--- config.mk ---
export PLATFORM = sky130hd
export DESIGN_NAME = flappy_painter_gen
export DESIGN_NICKNAME = d
export VERILOG_FILES = /design/src/rtl/flappy_painter_gen.sv
export SDC_FILE = /design/constraint.sdc
export NUM_CORES = 1
export LEC_CHECK = 0
export ABC_AREA = 1
export CAP_MARGIN = 10
export CORE_ASPECT_RATIO = 1.2
export CORE_UTILIZATION = 58
export CTS_CLUSTER_SIZE = 10
export DETAILED_ROUTE_END_ITERATION = 6
export PLACE_DENSITY = 0.92
export SYNTH_ARGS = -nofsm -noshare
export SYNTH_HDL_FRONTEND = slang
export SYNTH_SLANG_ARGS = --single-unit
--- constraint.sdc ---
create_clock -name CLOCK_50 -period 8.4 [get_ports CLOCK_50]
set_input_delay 1.68 -clock CLOCK_50 [delete_from_list [all_inputs] [get_ports CLOCK_50]]
set_output_delay 1.68 -clock CLOCK_50 [all_outputs]
set_load 0.05 [all_outputs]
--- src/rtl/flappy_painter_gen.sv ---
// Serialises one flappy frame (player box + NUM_PIPES pipes) onto the VGA pixel port,
// erasing the previous frame from latched coordinates. Optional macro: PIPE_CAP_EN.
module flappy_painter_gen #(
  parameter int NUM_PIPES = 3,
  parameter int PIPE_W    = 2,
  parameter int GAP_LEN   = 30,
  parameter int BOX_SIZE  = 3,
  parameter int BOX_X     = 4,
  parameter int SCREEN_W  = 320,
  parameter int SCREEN_H  = 120
) (
  input  logic                   CLOCK_50,
  input  logic                   reset,
  input  logic                   game_pulse,
  input  logic                   key_press,
  input  logic                   collided,
  input  logic [6:0]             box_y,
  input  logic [9*NUM_PIPES-1:0] pipe_x_flat,
  input  logic [7*NUM_PIPES-1:0] pipe_y_flat,
  output logic                   plot,
  output logic [8:0]             x,
  output logic [6:0]             y,
  output logic [2:0]             colour,
  output logic                   frame_done,
  output logic                   busy
);

  typedef enum logic [2:0] {S_IDLE, S_LATCH, S_DRAW, S_WAIT, S_ERASE, S_DONE} state_t;

  localparam int              PW        = $clog2(NUM_PIPES + 1);
  localparam logic [PW-1:0]   LAST_PASS = PW'(NUM_PIPES);
  localparam logic [6:0]      BOX_LAST  = 7'(BOX_SIZE - 1);
  localparam logic [6:0]      ROW_LAST  = 7'(SCREEN_H - 1);
  localparam logic [6:0]      COL_LAST  = 7'(PIPE_W - 1);
  localparam logic [2:0]      RED       = 3'b100;
  localparam logic [2:0]      GREEN     = 3'b010;
  localparam logic [2:0]      BLACK     = 3'b000;

  state_t        state, state_n;
  logic [PW-1:0] pass;            // 0 = box pass, i+1 = pipe i
  logic [6:0]    inner, outer;
  logic          seq_active, inner_last, outer_last, phase_end;

  logic [6:0]    sh_box_y;
  logic [8:0]    sh_px [NUM_PIPES];
  logic [6:0]    sh_gy [NUM_PIPES];

  logic [8:0]    cur_px;
  logic [6:0]    cur_gy;
  logic [9:0]    x_sum;
  logic [6:0]    y_pix;
  logic [7:0]    y8, gap_lo, gap_hi;
  logic          in_gap, pix_on;
  logic [2:0]    pix_colour;

  assign seq_active = (state == S_DRAW) || (state == S_ERASE);
  assign inner_last = (inner == ((pass == '0) ? BOX_LAST : ROW_LAST));
  assign outer_last = (outer == ((pass == '0) ? BOX_LAST : COL_LAST));
  assign phase_end  = inner_last && outer_last && (pass == LAST_PASS);

  always_ff @(posedge CLOCK_50) begin
    if (reset) state <= S_IDLE;
    else       state <= state_n;
  end

  always_comb begin
    state_n = state;
    unique case (state)
      S_IDLE:  if (key_press)  state_n = S_LATCH;
      S_LATCH:                 state_n = S_DRAW;
      S_DRAW:  if (phase_end)  state_n = S_WAIT;
      S_WAIT:  if (game_pulse) state_n = S_ERASE;
      S_ERASE: if (phase_end)  state_n = S_DONE;
      S_DONE:                  state_n = collided ? S_IDLE : S_LATCH;
      default:                 state_n = S_IDLE;
    endcase
  end

  // Counters idle at zero outside DRAW/ERASE, so each phase starts from the box pass.
  always_ff @(posedge CLOCK_50) begin
    if (reset || !seq_active) begin
      pass  <= '0;
      inner <= '0;
      outer <= '0;
    end else if (inner_last) begin
      inner <= '0;
      if (outer_last) begin
        outer <= '0;
        pass  <= pass + 1'b1;
      end else begin
        outer <= outer + 1'b1;
      end
    end else begin
      inner <= inner + 1'b1;
    end
  end

  // NOTE: the shadow set is only a handful of flops, so it is reset like ordinary
  // state; an erase straight after reset then paints a known frame, never X.
  always_ff @(posedge CLOCK_50) begin
    if (reset) begin
      sh_box_y <= '0;
      for (int i = 0; i < NUM_PIPES; i++) begin
        sh_px[i] <= '0;
        sh_gy[i] <= '0;
      end
    end else if (state == S_LATCH) begin
      sh_box_y <= box_y;
      for (int i = 0; i < NUM_PIPES; i++) begin
        sh_px[i] <= pipe_x_flat[9*i +: 9];
        sh_gy[i] <= pipe_y_flat[7*i +: 7];
      end
    end
  end

  always_comb begin
    cur_px = '0;
    cur_gy = '0;
    for (int i = 0; i < NUM_PIPES; i++) begin
      if (pass == PW'(i + 1)) begin
        cur_px = sh_px[i];
        cur_gy = sh_gy[i];
      end
    end
  end

  // Gap bounds are 8 bits wide so gy+GAP_LEN never wraps back into low rows.
  assign y8     = {1'b0, inner};
  assign gap_lo = {1'b0, cur_gy};
  assign gap_hi = gap_lo + 8'(GAP_LEN);

  always_comb begin
    x_sum      = '0;
    y_pix      = '0;
    in_gap     = 1'b0;
    pix_colour = BLACK;
    if (pass == '0) begin
      x_sum = 10'(BOX_X) + {3'b000, inner};
      y_pix = sh_box_y + outer;
      if (state == S_DRAW) pix_colour = RED;
    end else begin
      x_sum  = {1'b0, cur_px} + {3'b000, outer};
      y_pix  = inner;
      in_gap = (y8 >= gap_lo) && (y8 < gap_hi);
      if (state == S_DRAW) begin
`ifdef PIPE_CAP_EN
        if (((cur_gy != '0) && (y8 == gap_lo - 8'd1)) ||
            ((y8 == gap_hi) && (gap_hi < 8'(SCREEN_H))))
          pix_colour = 3'b110;
        else
          pix_colour = GREEN;
`else
        pix_colour = GREEN;
`endif
      end
    end
  end

  assign pix_on = !in_gap && !x_sum[9] && (x_sum < 10'(SCREEN_W));

  always_ff @(posedge CLOCK_50) begin
    if (reset) begin
      plot       <= 1'b0;
      x          <= '0;
      y          <= '0;
      colour     <= '0;
      frame_done <= 1'b0;
      busy       <= 1'b0;
    end else begin
      plot       <= seq_active && pix_on;
      x          <= x_sum[8:0];
      y          <= y_pix;
      colour     <= pix_colour;
      frame_done <= (state == S_DONE);
      busy       <= (state == S_LATCH) || seq_active || (state == S_DONE);
    end
  end

endmodule
Word-level counts from Yosys, hierarchy flattened
Memory sizes are Yosys's and may differ from the RTL's.
Cells that the tools add are included.
Widths: inputs -> output; s select.
Word-level totals
  memories kept: 2
  register bits after elaboration: 48
  output and inout bits: 22
  memory bits (writable): 48
  input port bits: 60
  word-level logic and storage cells: 93
Cells by class
  $add $sub $neg: 7
  mux-type cells: 32
  equal/unequal tests: 14
  $lt $le $gt $ge: 3
  bitwise logic cells: 6
  reduce and logical (&&, ||, !) cells: 18
Memory list
  sh_px: depth 3, width 9, read ports 3, clocked after memory_dff 0, wr ports 3, line 45  | logic [8:0] sh_px [NUM_PIPES];
  sh_gy: depth 3, width 7, read ports 3, clocked after memory_dff 0, wr ports 3, line 46  | logic [6:0] sh_gy [NUM_PIPES];
Operator list (count)
  $mux 7: 9
  $mux 9: 6
  $mux 3: 6
  $pmux 3 s6: 1
  $add 7x1->7 const B: 2
  $add 9x7->10: 1
  $lt 10x9->1 const B: 1
  $mux 10: 1
  $add 3x7->8 const A: 1
  $add 7x5->8 const B: 1
  $lt 7x8->1: 1
  $ne 2x2->1 const B: 4
  $add 7x7->7: 1
  $eq 7x2->1: 1
  $eq 7x7->1: 1
  $ge 7x7->1: 1
  $mux 1: 7
  $eq 3x2->1 const B: 2
  $eq 3x3->1 const B: 2
  $logic_and 1x1->1: 6
  $or 1x1->1: 6
  $eq 2x2->1 const B: 2
  $logic_or 1x1->1: 4
  $mux 2: 2
  other kinds (9): 11

Depth between registers and ports, before layout
Gate-level depths: netlist of run 1.
  word-level depth: 12
  depth in mapped cells: 22
  mapped depth without buffers: 21

Worst setup path before layout of run 1
No wires, ideal clock.
  kind: input -> register
  start: input reset
  end: memory sh_gy[0][0] (enable)
  setup time: 407 ps
  arrival time: 3092 ps
  buffers on the path: 1
  stages on the path: 3
  slack: 4901 ps
  path through: clkbuf_1 inv_1 nand2_1
RTL lines
  start: declaration: line 13  | input logic reset,
  end: declaration: line 46

==> metrics.csv, run 1 <==
stage;metric;value;unit
drt;DRC errors left;0;
sta;setup TNS;0;ps
finish;final cell count without fillers;835;
worst_setup_path;CP Launch Type;input pin;
cts;clock buffer count from CTS;9;
worst_setup_path;Worst Setup End Kind;flip-flop;
pwr;Comb pwr share;23.4;%
logic_synthesis;syn_nets;732;
grt;grt total ovfl;0;
logic_synthesis;number of unique standard cell types used by synthesis;43;
pwr;Max VDD drop;0.107;mV
cts;post-CTS setup buffers;0;
grt;met1 Use GR;33.6;%
floorplan;initial cell density of the core;59.9;%
placement;I/O Buffers;80;
pwr;sequential power share;53.3;%
logic_synthesis;Mapped Cells;640;
worst_setup_path;R2R Path Start;pass[0];
placement;GP Congestion;0.929;
floorplan;num rows;37;
worst_hold_path;hold_sp;inner[0];
sta;Worst-Margin Slew;1120;ps
sta;period utilisation layout;44.2;%
grt;met3 Use GR;3.52;%
placement;placed insts;819;
grt;Total GRT Usage;26.5;%
logic_synthesis;post-synthesis register bit count;95;
worst_hold_path;Hold EP;inner[0];
logic_synthesis;top cells by area, synth;edfxtp_1 28%, dfxtp_1 18%, inv_1 8.0%, nand2_1 8.0%, ha_1 7.3%;
pwr;Net Sw Power;372;µW
cts;Clock Tree Buf Depth;2;
worst_setup_path;CP Max Fanout;55;
cts;cts repair resizes;0;
run;Max Cap Violations;0;
cts;cts hold-fix bufs;0;
logic_synthesis;number of synthesized flops with an enable pin;48;
logic_synthesis;post-synthesis sequential area ratio;46.2;%
finish;Syn-to-layout area delta;20.1;%
finish;fin nets;805;
worst_setup_path;worst reg2reg path depth;20;
floorplan;Die Y;105;µm
worst_setup_path;WS Path Type;in2reg;
worst_setup_path;CP required;8570;ps
floorplan;# IOs;82;
drt;Final ANT Viol Nets;0;
sta;endpoints failing setup;0;
pwr;pwr dens;190;nW/µm²
drt;initial DRC count;280;
floorplan;core area;8610;µm²
drt;per-cell routed wire length;13.5;µm
grt;GR met2 Demand/Resource;44.8;%
sta;final hold vios;0;
worst_setup_path;Arr. time, crit path;3890;ps
worst_hold_path;WHS Path Cells;1;
cts;TritonCTS Sinks;95;
worst_hold_path;Worst Hold Class;reg2reg;
cts;Root Buffer;clkbuf_8;
grt;global-route wire length before repair;19000;µm
drt;Pre-Repair DR Iteration Count;5;
cts;Skew-Pair Late Insertion Delay;370;ps
drt;total number of vias;4467;
sta;RSZ-0062 raised after global routing;no;
finish;share of layout cells above drive strength 1;5.01;%
pwr;P_int;806;µW
finish;most frequent cells in the layout;111 x inv_1, 109 x nand2_1, 98 x nor2_1, 80 x clkdlybuf4s50_1, 48 x edfxtp_1;
drt;Total Wirelength;11300;µm
grt;busiest layer in global routing;met2;
pwr;Clk network pwr share;23.4;%
logic_synthesis;area share of the largest cell type after synthesis;28.0;%
grt;number of global-route vias before repair;4258;
drt;via/cell ratio;5.35;
sta;Setup Skew;7.45;ps
pwr;Sw Ratio;31.6;%
pwr;Pleak;0.00285;µW
placement;HPWL Detailed;8420;µm
run_status;status;completed;
worst_setup_path;reg2reg setup slack;5070;ps
logic_synthesis;ys flop type;edfxtp_1;
sta;Slew HR;24.8;%
sta;fin crit period;3720;ps
grt;pin count of the biggest net entering global routing;56;
finish;commonest non-fill, non-tap cell in the layout;inv_1;
grt;initial antenna violation count;0;
worst_setup_path;reg2reg end;plot;
sta;FMAX;0.269;GHz
cts;CTS tree;built;
sta;Slew Viols, Final;0;
logic_synthesis;synthesized cell area;5150;µm²
floorplan;die width;88.1;µm
logic_synthesis;synthesized area per cell;8.05;µm²
cts;Clock transition at path regs;80;ps
logic_synthesis;Synth area leader;edfxtp_1;
floorplan;DIE AREA;9270;µm²
logic_synthesis;Syn. warnings;0;
logic_synthesis;Post-synth ARST share;0;%
cts;H-tree lvl count;3;
finish;Antenna Cells;0;
-- worst max-delay path, stage by stage --
cell and delay [ps]:
clkdlybuf4s50_1 580, inv_1 380, nand3_2 810, nor2_1 400
-- power by group through the flow --
| stage | registers [µW] | clock network (µW) | logic (µW) |
|---|---|---|---|
| 3_5_place_dp | 638 | 0 | 272 |
| 4_1_cts | 627 | 276 | 275 |
| 6_report | 627 | 275 | 275 |
| 3_3_place_gp | 631 | 0 | 260 |
| 2_1_floorplan | 662 | 0 | 150 |
| 5_1_grt | 637 | 292 | 306 |
-- cell type report --
type                            instances  area (µm²)
Clock buffer                           12         155
Clock inverter                          4        22.5
Fill cell                             665        2420
Inverter                              113         424
Multi-Input combinational cell        414        2260
Sequential cell                        95        2380
Tap cell                              117         146
Timing Repair Buffer                   80         801
-- flip-flops by register name (all words and copies together) (netlist names) --
signal / count
busy: 1
colour: 2
frame_done: 1
inner: 7
outer: 7
pass: 2
plot: 1
sh_box_y: 7
sh_gy: 21
sh_px: 27
state: 3
x: 9
y: 7
-- layer usage --
layer | routed length, µm | part of all wire (%)
met1 | 4630 | 41
met2 | 5730 | 51
met3 | 597 | 5.3
met4 | 350 | 3.1
met5 | 0 | 0
-- worst max path at each step --
stage | cells past startpoint | from | endpoint | slack [ps]
2_1_floorplan | 3 | reset | sh_gy[0][0] | 4900
3_3_place_gp | 4 | reset | sh_box_y[1] | 4510
3_5_place_dp | 4 | reset | sh_box_y[6] | 4300
4_1_cts | 4 | reset | sh_gy[0][15] | 4690
5_1_grt | 4 | reset | sh_box_y[2] | 4390
6_report | 4 | reset | sh_gy[0][19] | 4680
-- synthesized netlist by cell type (3+ instances only) --
master	count
a21oi_1	39
a22oi_1	8
buf_2	3
clkbuf_1	10
dfxtp_1	47
edfxtp_1	48
ha_1	30
inv_1	110
nand2_1	110
nand3_1	32
nand4_1	9
nor2_1	98
o21ai_0	28
o21ai_1	5
o22ai_1	9
o22ai_2	3
or2_2	6
xnor2_1	3
xor2_1	10
-- per-stage QoR --
| stage | total power [µW] | cell area (µm²) | hold WS [ps] | setup slack (ps) | util, % |
|---|---|---|---|---|---|
| after floorplan | 812 | 5150 | 449 | 4900 | - |
| after global placement | 891 | 6010 | 469 | 4510 | 69.8 |
| after detailed placement | 910 | 6010 | 476 | 4300 | 69.8 |
| after CTS | 1180 | 6190 | 496 | 4690 | 71.9 |
| after global routing | 1240 | 6190 | 542 | 4390 | 71.9 |
| final | 1180 | 6190 | 497 | 4680 | 71.9 |
-- cell families after synthesis --
| family | count (synthesis) | synth area share [%] |
|---|---|---|
| simple gates | 267 | 21.9 |
| buf+inv | 131 | 10.1 |
| compound gates | 101 | 11.4 |
| flops | 95 | 46.2 |
| fa+ha+maj | 32 | 8.06 |
| other cells | 1 | 0.0728 |
| xor+xnor | 13 | 2.21 |
Power figures use the tool's default switching activity.
==> inputs of run 2 (changes only) <==
- CORE_UTILIZATION: 58 -> 49
- PLACE_DENSITY: 0.92 -> 0.84
- clock period: 8.4 -> 3.4 ns (I/O delays scaled with it)
==> run 2 against run 1 <==
Hold slack improved by 5.6 ps; utilization fell by 9.1 points; design area rose by 2.5%; clock power rose to 3.5 times the previous value; combinational power rose by 150%; largest cell class unchanged; largest power group unchanged; highest routed layer unchanged.
==> metrics.csv, run 2 (synthesis gave the netlist of run 1 again) <==
stage;metric;value;unit
finish;Antenna Cells;0;
sta;final hold vios;0;
cts;cts repair resizes;0;
drt;Total Wirelength;10800;µm
drt;DRC errors left;0;
run;Max Cap Violations;0;
floorplan;# IOs;82;
grt;pin count of the biggest net entering global routing;56;
drt;per-cell routed wire length;12.7;µm
finish;commonest non-fill, non-tap cell in the layout;inv_1;
worst_setup_path;most frequent CP cell;nand2_1;
pwr;Max VDD drop;0.298;mV
sta;Slew HR;58.3;%
finish;Syn-to-layout area delta;23.1;%
worst_setup_path;Worst path top cell family by delay;simple AND/OR/NAND/NOR gates;
floorplan;initial cell density of the core;51.0;%
drt;initial DRC count;296;
finish;final core utilization;62.8;%
pwr;pwr dens;504;nW/µm²
cts;CTS tree;built;
sta;Worst-Margin Slew;621;ps
floorplan;core area;10100;µm²
drt;total number of vias;4319;
drt;via/cell ratio;5.09;
cts;post-CTS setup buffers;0;
grt;number of global-route vias before repair;3986;
floorplan;Die Y;114;µm
worst_setup_path;CP Max Fanout;12;
sta;FMAX;0.339;GHz
grt;grt total ovfl;0;
drt;Final ANT Viol Nets;0;
worst_hold_path;Worst Hold Class;reg2reg;
worst_setup_path;CP max-delay cell;nor2_2;
sta;Slew Viols, Final;0;
drt;Pre-Repair DR Iteration Count;5;
finish;fill count;840;
placement;GP Congestion;0.843;
sta;Setup Skew;6.09;ps
finish;biggest regs;sh_px: 27 flops, sh_gy: 21 flops, x: 9 flops;
finish;most frequent cells in the layout;110 x inv_1, 109 x nand2_1, 98 x nor2_1, 80 x clkdlybuf4s50_1, 48 x edfxtp_1;
worst_setup_path;ordered cell list for the critical path;inv_1 -> ha_1 -> nor2_2 -> a22oi_1 -> a21oi_1 -> ha_1 -> or2_2 -> nand3_1 -> nand2_1 -> nand2_1 -> nand2_1 -> nand2_1 -> nand2_1 -> nand2_1 -> nand4_1 -> nand3_1 -> nor2_1;
placement;HPWL Detailed;8250;µm
cts;Clock Tree Buf Depth;2;
cts;TritonCTS Sinks;95;
cts;H-tree lvl count;3;
floorplan;DIE AREA;10900;µm²
worst_setup_path;WS Path Type;reg2reg;
grt;initial antenna violation count;0;
run_status;status;completed;
finish;Largest register FFs;27;
finish;Most flops, register;sh_px;
finish;fin nets;809;
worst_setup_path;CP required;3620;ps
grt;global-route wire length before repair;17800;µm
sta;period utilisation layout;86.7;%
worst_setup_path;Arr. time, crit path;3170;ps
placement;I/O Buffers;80;
worst_setup_path;Worst Path Buf+Inv;1;
worst_setup_path;CP Launch Type;flip-flop;
cts;cts hold-fix bufs;0;
worst_setup_path;CP peak stage delay;420;ps
floorplan;num rows;40;
worst_setup_path;Worst Setup End Kind;flip-flop;
sta;fin crit period;2950;ps
sta;RSZ-0062 raised after global routing;no;
finish;share of layout cells above drive strength 1;5.40;%
cts;Skew-Pair Late Insertion Delay;340;ps
grt;Total GRT Usage;21.0;%
floorplan;die width;95.6;µm
cts;clock buffer count from CTS;9;
sta;setup TNS;0;ps
cts;Clock transition at path regs;60;ps
cts;Root Buffer;clkbuf_16;
pwr;Pleak;0.00291;µW
sta;endpoints failing setup;0;
[run 2: through the flow]
step / power (µW) / cell area [µm²] / hold slack [ps] / worst slack [ps] / std cells
2_1_floorplan: 2010 / 5150 / 449 / 708 / 640
3_3_place_gp: 2230 / 6050 / 476 / 627 / 832
3_5_place_dp: 2250 / 6050 / 488 / 525 / 832
4_1_cts: 3210 / 6350 / 501 / 485 / 848
5_1_grt: 3340 / 6350 / 529 / 141 / 848
6_report: 3200 / 6350 / 503 / 452 / 848
[run 2: final cells by class]
cell class | count | area (µm²) | share of cell area, %
inverter | 113 | 424 | 6.68
tap | 126 | 158 | 2.48
sequential | 95 | 2380 | 37.5
clock buffer | 14 | 275 | 4.34
timing repair buffer | 84 | 831 | 13.1
multi-input combinational | 414 | 2260 | 35.6
clock inverter | 2 | 16.3 | 0.256
[run 2: power by group]
group          internal [µW]  switching (µW)  total, µW
combinational            232             447        678
clock                    562             406        969
sequential              1460            92.1       1550
total                   2250             945       3200
[run 2: worst min-delay path: cells and delay by family (launching register included)]
family | cells | cell delay (ps)
AOI/OAI and AO/OA | 1 | 60
and+or+nand+nor | 1 | 70
DFF | 1 | 340
[run 2: worst paths after layout]
kind               start           to  slack, ps  cells past startpoint
max              pass[0]         plot        450                     17
min          sh_box_y[4]  sh_box_y[4]        500                      2
max reg2reg      pass[0]         plot        450                     17
min reg2reg  sh_box_y[4]  sh_box_y[4]        500                      2
[run 2: layer usage]
| layer | part of all wire (%) | track usage, % | up-vias |
|---|---|---|---|
| met5 | 0 | 0 | - |
| met4 | 3.3 | 9.75 | 0 |
| met3 | 5.2 | 4.05 | 34 |
| met2 | 48 | 34.0 | 172 |
| met1 | 44 | 27.0 | 1887 |
| li1 | - | - | 2226 |
